===== src/rtl/booth_mult_param.sv =====
// booth_mult_param: multi-cycle radix-2 Booth multiplier, signed or unsigned operands.
// Optional early termination when the remaining Booth digits are zero: define MULT_EARLY_TERM_EN.
module booth_mult_param #(
    parameter int W = 6
) (
    input  logic             clk,
    input  logic             rst,
    input  logic             start,
    input  logic             op_signed,
    input  logic [W-1:0]     x,
    input  logic [W-1:0]     y,
    output logic [2*W-1:0]   result,
    output logic             busy,
    output logic             done
);
    localparam int AW = 2 * W + 2;
    localparam int CW = $clog2(W + 2);

    typedef enum logic [1:0] {IDLE, RUN, DONE} state_t;

    state_t        state, state_nx;
    logic [AW-1:0] acc, acc_nx, xs;
    logic [W:0]    ys;
    logic          yp;
    logic [CW-1:0] i;
    logic          last;

    // xs holds x_ext<<i and ys holds y_ext>>>i, so the current Booth pair is {ys[0], yp}
    always_comb begin
        acc_nx = ({ys[0], yp} == 2'b01) ? acc + xs :
                 ({ys[0], yp} == 2'b10) ? acc - xs : acc;
`ifdef MULT_EARLY_TERM_EN
        last = (i == CW'(W)) || (ys == '0) || (ys == '1);
`else
        last = (i == CW'(W));
`endif
    end

    always_ff @(posedge clk)
        if (rst) state <= IDLE;
        else     state <= state_nx;

    always_comb
        state_nx = (state == IDLE) ? (start ? RUN : IDLE) :
                   (state == RUN)  ? (last ? DONE : RUN) : IDLE;

    always_comb begin
        busy = (state == RUN);
        done = (state == DONE);
    end

    always_ff @(posedge clk)
        if (rst) begin
            acc    <= '0;
            xs     <= '0;
            ys     <= '0;
            yp     <= 1'b0;
            i      <= '0;
            result <= '0;
        end else if (state == IDLE && start) begin
            acc <= '0;
            xs  <= {{(W + 2){op_signed & x[W-1]}}, x};
            ys  <= {op_signed & y[W-1], y};
            yp  <= 1'b0;
            i   <= '0;
        end else if (state == RUN) begin
            acc <= acc_nx;
            xs  <= xs << 1;
            ys  <= {ys[W], ys[W:1]};
            yp  <= ys[0];
            i   <= i + 1'b1;
            if (last) result <= acc_nx[2*W-1:0];
        end
endmodule


===== config.mk =====
export PLATFORM = sky130hd
export DESIGN_NAME = booth_mult_param
export DESIGN_NICKNAME = d
export VERILOG_FILES = /design/src/rtl/booth_mult_param.sv
export SDC_FILE = /design/constraint.sdc
export NUM_CORES = 1
export LEC_CHECK = 0
export ABC_AREA = 1
export CAP_MARGIN = 5
export CORE_UTILIZATION = 47
export CTS_CLUSTER_SIZE = 8
export DETAILED_ROUTE_END_ITERATION = 10
export DONT_BUFFER_PORTS = 1
export HOLD_SLACK_MARGIN = 0.05
export PLACE_DENSITY = 0.64
export SLEW_MARGIN = 10
export SYNTH_ARGS = -nofsm -noshare
export SYNTH_HDL_FRONTEND = slang
export SYNTH_SLANG_ARGS = --single-unit
export TNS_END_PERCENT = 5

===== constraint.sdc =====
create_clock -name clk -period 2.3 [get_ports clk]
set_clock_uncertainty 0.15 [all_clocks]
set_input_delay 0.23 -clock clk [delete_from_list [all_inputs] [get_ports clk]]
set_output_delay 0.23 -clock clk [all_outputs]
set_load 0.01 [all_outputs]

-- Word level (Yosys, flattened, before mapping)
Index checks and enable logic that the tools add are counted.
- register bits after elaboration: 53
- input port bits: 16
- output and inout bits: 14
- word-level logic and storage cells: 37
- $add $sub $neg: 3
- eq/ne operators: 5
- mux-type cells: 10
- bitwise gates (word level): 3
- reduce and logical (&&, ||, !) cells: 7
- operators with widths (cell ; number):
    2-to-1 mux 14 bit ; 4
    adder 14 bit ; 1
    subtractor 14 bit ; 1
    2-to-1 mux 7 bit ; 1
    2-to-1 mux 2 bit ; 3
    2-to-1 mux 6 bit ; 1
    equality test 2 x 1 -> 1 bit (second input constant) ; 2
    equality test 2 bit (second input constant) ; 2
    nonzero test 2 bit ; 2
    adder 3 x 1 -> 3 bit (second input constant) ; 1
    equality test 3 bit (second input constant) ; 1
    AND reduction 3 bit ; 1
    bitwise AND 1 bit ; 2
    logical NOT 2 bit ; 1
    AND reduction 2 bit ; 1
    OR reduction 2 bit ; 1
    logical AND 1 bit ; 1
    2-to-1 mux 1 bit ; 1
    NOT 1 bit ; 1

-- Logic depth before layout (Yosys ltp)
Gate-level depths: netlist of the first run.
- depth after elaboration: 4
- mapped depth: 15
- gate-level depth less buffers: 14

-- Worst setup path after synthesis of the first run
No wires, ideal clock.
- path kind: flip-flop to flip-flop
- start point: register acc[0]
- end point: register acc[6]
- setup time: 117 ps
- arrival time: 1694 ps
- required time: 2033 ps
- path slack: 339 ps
- cell stages (with the launch flop): 14
- path through: dfxtp_1 inv_1 ha_1 fa_1 inv_1 nand3_1 nand3_1 nand2_1 nand2_1 a21oi_1 o21ai_0 nand3_1 nor2_1 nor2_1
- cells in the longest elaborated chain, start to end: 3
- elaborated cells between the ends (all ways): 4
- classes of those cells: 2 x add/sub; 2 x mux
- RTL lines (what ; RTL line ; RTL):
    start, declared ; 22 ; logic [AW-1:0] acc, acc_nx, xs;
    start signal, assigned ; 67 ; acc <= acc_nx;
    subtractor 14 bit ; 31 ; ({ys[0], yp} == 2'b10) ? acc - xs : acc;
    2-to-1 mux 14 bit ; 31 ;
    2-to-1 mux 14 bit (*) ; 30 ; acc_nx = ({ys[0], yp} == 2'b01) ? acc + xs :
Every way passes the cells marked *; elsewhere a longest branch is shown, timed or not. The select of a mux whose other input is x is not followed.
A chain may end at the register's enable or synchronous reset.

-- Final worst setup path of the first run
- start point: register xs[0]
- end point: register result[4]
- cells in the longest elaborated chain, start to end: 3
- elaborated cells between the ends (all ways): 4
- classes of those cells: 2 x add/sub; 2 x mux
- RTL lines (what ; RTL line ; RTL):
    start, declared ; 22 ;
    start signal, assigned ; 62 ; xs <= {{(W + 2){op_signed & x[W-1]}}, x};
    start signal, assigned ; 68 ; xs <= xs << 1;
    subtractor 14 bit ; 31 ;
    2-to-1 mux 14 bit ; 31 ;
    2-to-1 mux 14 bit (*) ; 30 ;
    end signal, assigned ; 72 ; if (last) result <= acc_nx[2*W-1:0];
    end, declared ; 12 ; output logic [2*W-1:0] result,
Marks and branches as above.

==> results of run 1 <==
-- kinds of logic after synthesis --
group / synth area share (%)
buf+inv: 15.1
simple gates: 32.9
fa+ha+maj: 9.41
flops: 27.1
compound gates: 15.1
xor+xnor: 0.485
-- where the power goes --
group          leakage, nW  internal (mW)  total [mW]  switching [mW]
Combinational         1.51          0.242       0.725           0.483
Sequential           0.401          0.897       0.937          0.0395
Clock               0.0554          0.327       0.635           0.308
Total                 1.96           1.47        2.30           0.831
-- registers in the layout (all words and copies together), names as in the netlist --
register	flops
xs	12
yp	1
state	2
result	12
acc	12
ys	7
i	3
-- layer usage --
layer / track usage, % / up-vias / wire length, um
li1: - / 1782 / -
met3: 4.15 / 12 / 463
met1: 32.6 / 1621 / 4680
met2: 41.8 / 87 / 4350
met5: 0 / - / 0
met4: 6.69 / 0 / 123
-- placed cells by master (no fill, tap or decap), types with 2 or more instances in the layout --
cell type      count
ha_2               5
ha_1              19
nor3_1             3
dfxtp_1           48
o21ai_1            6
inv_1             87
nand2_4            2
dlygate4sd3_1     12
nor2_2             2
o21ai_0           31
fa_1               2
buf_4              8
nand3_2            4
nand2_1          128
inv_2             12
a21oi_2            3
nand2_2            4
a21oi_1           29
o21bai_1           2
o2111ai_1          2
nor2_4             6
a221oi_1           5
nor2_1            54
nand3_1           48
nand4_1           14
clkbuf_8           5
o211ai_1           9
-- stage by stage --
stage                     util [%]  hold WS, ns  instance area [um2]
after floorplan                  -        0.164                 3620
after global placement        49.5        0.153                 3630
after detailed placement      49.5        0.155                 3630
after CTS                     52.7       0.0556                 3860
after global routing          52.9       0.0682                 3880
final                         52.9       0.0538                 3880
-- cell type report --
cell class | count | area, um2 | share of cell area [%]
sequential | 49 | 982 | 25.3
clock buffer | 6 | 72.6 | 1.87
clock inverter | 2 | 38.8 | 0.999
timing repair buffer | 20 | 180 | 4.64
inverter | 100 | 375 | 9.67
multi-input combinational | 384 | 2110 | 54.3
tap | 99 | 124 | 3.19
-- worst max-delay path: stages, from the launching register on --
cell and delay [ns]:
dfxtp_1 0.37, ha_1 0.27, fa_1 0.45, nand2_1 0.10, a21oi_1 0.07, nor2_1 0.13, nand2_1 0.06, nand3_1 0.16
nand4_1 0.12, o211ai_1 0.11, inv_1 0.06
-- repair_timing --
item / 4_1_cts / 5_1_grt
gates resized for setup: 0 / 8
setup endpoints to repair: 0 / 16
endpoints found under the hold margin: 32 / 0
hold buffers: 12 / 0
-- worst paths after layout --
| kind | end | cells past startpoint |
|---|---|---|
| worst min-delay path | ys[0]$_SDFFE_PP0P_ | 4 |
| worst min register to register | i[2]$_SDFFE_PP0P_ | 2 |
| worst max register to register | result[4]$_SDFFE_PP0P_ | 10 |
| worst max-delay path | result[4]$_SDFFE_PP0P_ | 10 |
==> impl_metrics.csv, run 1 <==
group,metric,value,unit
sta,tightestPinTransition,1.03,ns
placement,dpl.hpwl,7240,um
sta,drv_slew,0,
floorplan,fp.dieArea,0.00805,mm2
route,ant_nets,0,
clocking,cts_htree_levels,2,
placement,gp_congestion,0.910,
logic_synthesis,yosysTopAreaCellShare,27.1,%
logic_synthesis,synth.area.top_cells,"dfxtp_1 27%, nand2_1 13%, inv_1 9.1%, ha_1 8.3%, nand3_1 6.8%",
sta,tns,0,ns
logic_synthesis,synth_common_cells,"128 x nand2_1, 88 x inv_1, 54 x nor2_1",
cells_and_area,nFillCells,729,
route,firstDrtPassIters,5,
worst_setup_path,end_kind,"flip-flop",
logic_synthesis,seq_area_frac_synth,27.1,%
worst_setup_path,r2r_setup_slack,0.16,ns
global_routing,grt_pass1_wl,16200,um
sta,rsz0062_at_grt,"no",
global_routing,grt_antenna_before_repair,0,
power_and_ir_drop,leakage,1.96,nW
cells_and_area,fin_cells,660,
placement,portBuffers,0,
worst_setup_path,critical_path_required,2.35,ns
route,drt_iter0_drc,250,
clocking,cts_tree,"built",
logic_synthesis,ys.flop_type,"dfxtp_1",
worst_setup_path,crit_type,"flip-flop to flip-flop",
logic_synthesis,yosys_warnings,0,
placement,dp_cells,640,
clocking,cts_root_buf,"clkbuf_8",
logic_synthesis,synth-seq-cells,49,
sta,max_freq,467,MHz
logic_synthesis,synth_edf_count,0,
logic_synthesis,syn-instance-count,555,
clocking,clkLatencyLatePin,0.30,ns
logic_synthesis,synth.distinct_cells,34,
sta,fin_crit_sh,93.0,%
global_routing,grt-ovfl-total,0,
global_routing,grtUsageTotal,24.8,%
cells_and_area,synthToLayoutAreaGrowth,7.34,%
cells_and_area,antenna_cells,0,
sta,setup_viol,0,
logic_synthesis,synth.most_common_cell,"nand2_1",
worst_setup_path,crit_fanout,4,
cells_and_area,layout.nets,602,
cells_and_area,drive_above_1_share,9.98,%
sta,fin_crit,2.14,ns
floorplan,start_util,49.3,%
power_and_ir_drop,p_per_area,592,mW/mm2
worst_setup_path,startpoint,"xs[0]$_SDFFE_PP0P_",
logic_synthesis,syn_nets,597,
route,drc,0,
floorplan,die_w,89.7,um
min_path,min_path_type,"input pin to flip-flop",
clocking,post_cts_buffers,0,
logic_synthesis,syn-cell-area,0.00362,mm2
global_routing,grt_start_max_net_pins,23,
route,wl,9620,um
sta,finalHoldViolations,0,
clocking,cts_sinks,49,
outcome,status,"finished, final reports clean",
clocking,cts_max_path_buffers,2,
logic_synthesis,synth_area_per_cell,6.52,um2
route,detail_route.vias_per_cell,5.31,
job,cap_viol_max_count,0,
clocking,clkSlewWorstSetupHoldPaths,0.09,ns
min_path,hp-start,"y[0]",
placement,pre_cts_ws,0.0896,ns
clocking,cts_inserted_buffers,5,
floorplan,rows,31,
logic_synthesis,postSynth.asyncResetShare,0,%
worst_setup_path,critical_path_arrival,2.19,ns
route,vias,3502,
floorplan,io-pin-count,30,
global_routing,grt_pass1_vias,3386,
worst_setup_path,cp-start-kind,"flip-flop",
floorplan,coreArea,0.00733,mm2
sta,relSlewSlack,31.4,%
worst_setup_path,rr_startpoint,"xs[0]$_SDFFE_PP0P_",
power_and_ir_drop,ir_drop,0.324,mV
power_and_ir_drop,finalPower,2.30,mW
logic_synthesis,synth_top_area_cell,"dfxtp_1",
route,wl_per_cell,14.6,um
floorplan,die_h,89.7,um
sta,setup_ws,0.160,ns
No activity file was read; power rests on OpenSTA's default activity.
==> run 2: changes to the inputs <==
--- a/config.mk
+++ b/config.mk
@@ -13,7 +13,7 @@
 export DONT_BUFFER_PORTS = 1
 export HOLD_SLACK_MARGIN = 0.05
 export PLACE_DENSITY = 0.64
-export SLEW_MARGIN = 10
+export SLEW_MARGIN = 20
 export SYNTH_ARGS = -nofsm -noshare
 export SYNTH_HDL_FRONTEND = slang
 export SYNTH_SLANG_ARGS = --single-unit
==> results of run 2 <==
Final layout, timing and power as in run 1 (identical DEF).
==> run 3: changes to the inputs <==
--- a/config.mk
+++ b/config.mk
@@ -7,12 +7,14 @@
 export LEC_CHECK = 0
 export ABC_AREA = 1
 export CAP_MARGIN = 5
+export CORE_ASPECT_RATIO = 1.4
 export CORE_UTILIZATION = 47
 export CTS_CLUSTER_SIZE = 8
 export DETAILED_ROUTE_END_ITERATION = 10
 export DONT_BUFFER_PORTS = 1
 export HOLD_SLACK_MARGIN = 0.05
 export PLACE_DENSITY = 0.64
+export REMOVE_ABC_BUFFERS = 1
 export SLEW_MARGIN = 20
 export SYNTH_ARGS = -nofsm -noshare
 export SYNTH_HDL_FRONTEND = slang
==> impl_metrics.csv, run 3 (same netlist as run 1, synthesis figures left out) <==
group,metric,value,unit
min_path,hp-start,"y[5]",
power_and_ir_drop,leakage,1.98,nW
global_routing,grtUsageMet1,30.1,%
clocking,cts_sinks,49,
cells_and_area,antenna_cells,0,
route,wl_per_cell,15.0,um
sta,drv_slew,0,
sta,finalHoldViolations,0,
cells_and_area,synthToLayoutAreaGrowth,8.37,%
cells_and_area,final_common_cell,"nand2_1",
floorplan,coreArea,0.00741,mm2
clocking,cts_root_buf,"clkbuf_8",
floorplan,die_h,106,um
global_routing,grt-ovfl-total,0,
sta,fin_crit,2.19,ns
cells_and_area,drive_above_1_share,9.43,%
route,vias,3513,
clocking,cts_tree,"built",
power_and_ir_drop,p_per_area,618,mW/mm2
floorplan,start_util,48.8,%
worst_setup_path,rr_startpoint,"xs[9]$_SDFFE_PP0P_",
outcome,status,"finished, final reports clean",
sta,setup_ws,0.110,ns
worst_setup_path,end_kind,"flip-flop",
power_and_ir_drop,finalPower,2.42,mW
route,firstDrtPassIters,6,
placement,portBuffers,0,
global_routing,grtUsageTotal,26.2,%
global_routing,grt_start_max_net_pins,23,
worst_setup_path,crit_type,"flip-flop to flip-flop",
clocking,cts_inserted_buffers,5,
floorplan,rows,37,
power_and_ir_drop,ir_drop,0.620,mV
floorplan,io-pin-count,30,
clocking,cts_max_path_buffers,2,
sta,rsz0062_at_grt,"no",
worst_setup_path,cp_slowest_stage_delay,0.50,ns
worst_setup_path,crit_fanout,10,
placement,gp_congestion,0.893,
cells_and_area,final_core_util,52.9,%
clocking,cts_htree_levels,2,
global_routing,top_usage_layer,"met2",
worst_setup_path,startpoint,"xs[9]$_SDFFE_PP0P_",
route,drt_iter0_drc,191,
cells_and_area,reg_top3,"acc: 12 flops, result: 12 flops, xs: 12 flops",
sta,tns,0,ns
worst_setup_path,critical_path_required,2.38,ns
worst_setup_path,worst_path_max_delay_cell,"ha_1",
placement,dpl.hpwl,7450,um
cells_and_area,nFillCells,775,
sta,holdWs,0.0654,ns
route,wl,9910,um
route,ant_nets,0,
cells_and_area,layout.nets,603,
global_routing,grt_use_met3,3.72,%
route,drc,0,
global_routing,grt_pass1_vias,3425,
sta,setup_viol,0,
worst_setup_path,path_cells,"inv_1, ha_1, nand2_1, nor2_1, nand3_1, nand3_1, nand2_1, nand3_1, nand4_1, nand2_1, inv_1",
worst_setup_path,r2r_cells,11,
worst_setup_path,cp-start-kind,"flip-flop",
job,cap_viol_max_count,0,
global_routing,grt_pass1_wl,16500,um
sta,max_freq,457,MHz
sta,relSlewSlack,27.5,%
worst_setup_path,critical_path_arrival,2.27,ns
clocking,clkSlewWorstSetupHoldPaths,0.10,ns
clocking,post_cts_buffers,0,
floorplan,fp.dieArea,0.00805,mm2
cells_and_area,final_cell_mix,"128 x nand2_1, 88 x inv_1, 54 x nor2_1",
clocking,clkLatencyLatePin,0.32,ns
global_routing,grt_antenna_before_repair,0,
min_path,min_path_type,"input pin to flip-flop",
global_routing,use_met2,48.7,%
floorplan,die_w,76.1,um
route,detail_route.vias_per_cell,5.33,
min_path,hold_depth,4,
placement,pre_cts_ws,0.103,ns
sta,fin_crit_sh,95.2,%
sta,tightestPinTransition,1.08,ns
[run 3: per-stage QoR]
stage | area (um2) | instances
finish | 3920 | 659
global route | 3920 | 659
CTS | 3890 | 659
detailed placement | 3620 | 637
global placement | 3620 | 637
floorplan | 3450 | 533
[run 3: critical path, delay by kind of cell (launching register included)]
kind	cells	cell delay (ns)
adder cells (fa/ha/maj)	1	0.50
buffers and inverters	2	0.12
flip-flops	1	0.38
AND/OR/NAND/NOR	8	0.95
[run 3: final timing paths]
path | end | slack (ns)
worst max register to register | result[10]$_SDFFE_PP0P_ | 0.11
worst min register to register | i[2]$_SDFFE_PP0P_ | 0.32
worst min-delay path | ys[5]$_SDFFE_PP0P_ | 0.07
worst max-delay path | result[10]$_SDFFE_PP0P_ | 0.11
[run 3: area by class of cell]
| type | count | area (um2) | share of cell area (%) |
|---|---|---|---|
| clock buffer | 5 | 68.8 | 1.76 |
| clock inverter | 3 | 65.1 | 1.66 |
| inverter | 100 | 375 | 9.58 |
| multi-input combinational | 384 | 2110 | 53.9 |
| sequential | 49 | 982 | 25.1 |
| tap | 97 | 121 | 3.10 |
| timing repair buffer | 21 | 193 | 4.92 |
[run 3: power breakdown]
group          switching, mW  internal (mW)  total, mW  leakage [nW]
Sequential            0.0404          0.897      0.938         0.401
Combinational          0.488          0.246      0.734          1.52
Clock                  0.316          0.432      0.748        0.0681
Total                  0.844           1.58       2.42          1.98
[run 3: timing repair]
action | CTS | global route
endpoints found under the setup margin | 0 | 18
resized for setup | 0 | 6
hold buffers | 14 | 0
endpoints found under the hold margin | 33 | 0
[run 3: routing by layer]
metal | wire length, um | share of wire [%]
met1 | 4220 | 43
met2 | 5050 | 51
met3 | 435 | 4.4
met4 | 201 | 2.0
met5 | 0 | 0
==> RTL edit (settings of run 3) <==
Encoding of `state_t`: now one-hot (3 bits for 3 states).
--- a/src/rtl/booth_mult_param.sv
+++ b/src/rtl/booth_mult_param.sv
@@ -16,7 +16,7 @@
     localparam int AW = 2 * W + 2;
     localparam int CW = $clog2(W + 2);
 
-    typedef enum logic [1:0] {IDLE, RUN, DONE} state_t;
+    typedef enum logic [2:0] {IDLE = 3'b001, RUN = 3'b010, DONE = 3'b100} state_t;
 
     state_t        state, state_nx;
     logic [AW-1:0] acc, acc_nx, xs;
Behaviour: no difference found for any inputs over 4 cycles, from zero or initial values and one cycle with rst high; so few cycles prove little.
==> RTL edit against run 3 <==
Wire length is 3.7% lower; area after synthesis fell by 1.8%; sequential share of layout area increased by 1.0 points; final area is 1.9% lower; sequential cell count rose by 1; power decreased by 18%; setup slack improved by 0.064 ns; critical endpoint is now acc[10]$_SDFFE_PP0P_; highest routed layer unchanged.
==> RTL edit: results (changes against run 3) <==
qor: run_status.outcome complete, no violations
qor: grt.first_global_vias 3,285 [-4.1%]
qor: placed_design.io_buffer_count 0 [unchanged]
qor: clock_network.clock_path_buffers 2 [unchanged]
qor: grt.globalRouteTotalUtil 26.46% [+0.24 points]
qor: sta.actual_slew_at_the_worst_max_slew_pin 0.8986 ns [-0.1846 ns]
qor: setup_path.reg2reg_slack 0.17 ns [+0.06 ns]
qor: logic_synthesis.number_of_distinct_library_cells_after_synthesis 40 [+18%]
qor: placed_design.gp_congestion 0.8633 [-3.3%]
qor: setup_path.cp_slowest_stage_delay 0.39 ns [-0.11 ns]
qor: drt.dr.first_iter.drc_count 230 [+20%]
qor: power.leak_pwr 0.001871 uW [-5.7%]
qor: min_path.worst_min_path_start x[5]
qor: grt.pin_count_of_the_biggest_net_entering_global_routing 20 [-13%]
qor: clock_network.cts_buffers 5 [unchanged]
qor: power.vdd_drop_max 0.5303 mV [-14%]
qor: setup_path.worst_setup_path_startpoint xs[8]$_SDFFE_PP0P_
qor: grt.grt_antenna_before_repair 0 [unchanged]
qor: finish.drive_gt1_share 9.225% [-0.21 points]
qor: logic_synthesis.synth.yosys.seq_area_share 28.20% [+1.1 points]
qor: clock_network.max_h_tree_level 2 [unchanged]
qor: finish.final.fill_count 771 [-0.52%]
qor: logic_synthesis.async_reset_ff_share 0% [unchanged]
qor: drt.via_per_inst 5.286 [-0.84%]
qor: drt.drtAntennaViolNets 0 [unchanged]
qor: logic_synthesis.yosys-top-cells-count 110 x nand2_1, 85 x inv_1, 51 x nor2_1
qor: sta.finalHoldViolations 0 [unchanged]
qor: placed_design.post-dp-hpwl 7275 um [-2.3%]
qor: grt.grt_pass1_wl 15,780 um [-4.3%]
qor: drt.detail_route.first_pass.iterations 4 [-2]
qor: grt.grt_use_met3 3.664% [-0.059 points]
qor: clock_network.worstSkewPairLatency 0.31 ns
qor: clock_network.clkTransAtPathRegs 0.09 ns
qor: logic_synthesis.netlist_top_cells_area dfxtp_1 28%, nand2_1 12%, inv_1 9.0%
qor: min_path.hold_class primary input to flop
qor: setup_path.crit_path_max_fanout 7 [-3]
qor: setup_path.timing.critical_path.slowest_stage_cell ha_1
qor: drt.routed_wl 9540 um [-3.7%]
qor: grt.gr-usage-met1 33.51% [+3.4 points]
qor: grt.met2_usage 44.39% [-4.3 points]
qor: setup_path.critPathArrivalTime 2.20 ns [-0.07 ns]
qor: finish.finish.net_count 585 [-3.0%]
qor: logic_synthesis.ys.warnings.count 0 [unchanged]
qor: clock_network.cts_root_buf clkbuf_8
qor: finish.largestRegisters acc: 12 flops, result: 12 flops, xs: 12 flops
==> RTL edit: cell families after synthesis <==
| group | count (synthesis) | synth area share (%) |
|---|---|---|
| XOR/XNOR | 2 | 0.4936 |
| AND/OR/NAND/NOR | 239 | 30.10 |
| flip-flops | 50 | 28.20 |
| adder cells (fa/ha/maj) | 26 | 9.588 |
| buffers and inverters | 115 | 14.10 |
| AO/OA/AOI/OAI | 101 | 17.52 |
==> RTL edit: critical path: cells and delay by family (launching register included) <==
family / cells / cell delay (ns)
adders and majority gates: 1 / 0.39
DFF: 1 / 0.36
buffers and inverters: 3 / 0.27
and+or+nand+nor: 8 / 0.84
==> RTL edit: repair_timing <==
action	in CTS	in global routing
resized for setup	0	9
setup endpoints to repair	0	12
endpoints found under the hold margin	33	0
buffers inserted	0	0
hold buffers	14	0
==> RTL edit: per-stage QoR <==
stage               cell area, um^2  worst slack (ns)  hold WS [ns]  cells  util [%]
global route                   3841         -0.004483        0.1772    639     52.51
detailed placement             3598            0.1032        0.1598    619     49.20
finish                         3844            0.1739        0.1432    640     52.55
CTS                            3821           0.08516        0.1347    639     52.24
global placement               3598            0.1518        0.1580    619     49.20
floorplan                      3410            0.2777        0.1494    513         -
==> RTL edit: final cells by class <==
| cell class | count | area [um^2] | share of cell area (%) |
|---|---|---|---|
| Clock buffer | 6 | 82.58 | 2.148 |
| Sequential cell | 50 | 1003 | 26.11 |
| Inverter | 95 | 360.3 | 9.375 |
| Timing Repair Buffer | 23 | 207.7 | 5.404 |
| Multi-Input combinational cell | 368 | 2066 | 53.74 |
| Antenna cell | 1 | 2.502 | 0.06510 |
| Tap cell | 97 | 121.4 | 3.158 |
==> RTL edit: path summary, 6_finish.rpt <==
check / to / cells past startpoint
setup / recovery: acc[10]$_SDFFE_PP0P_ / 12
hold / removal: xs[11]$_SDFFE_PP0P_ / 2
setup reg to reg: acc[10]$_SDFFE_PP0P_ / 12
hold reg to reg: ys[6]$_SDFFE_PP0P_ / 2
==> RTL edit: report_power, final <==
group          switching, uW  internal, uW
Combinational            343           179
Sequential              34.2           905
Clock                    287           233
==> RTL edit: metal layers <==
| layer | share of wire (%) | routed length (um) | vias to the layer above |
|---|---|---|---|
| met2 | 50 | 4738 | 69 |
| met1 | 45 | 4258 | 1546 |
| li1 | - | - | 1753 |
| met5 | 0 | 0 | - |
| met3 | 3.5 | 335 | 15 |
| met4 | 2.2 | 207 | 0 |
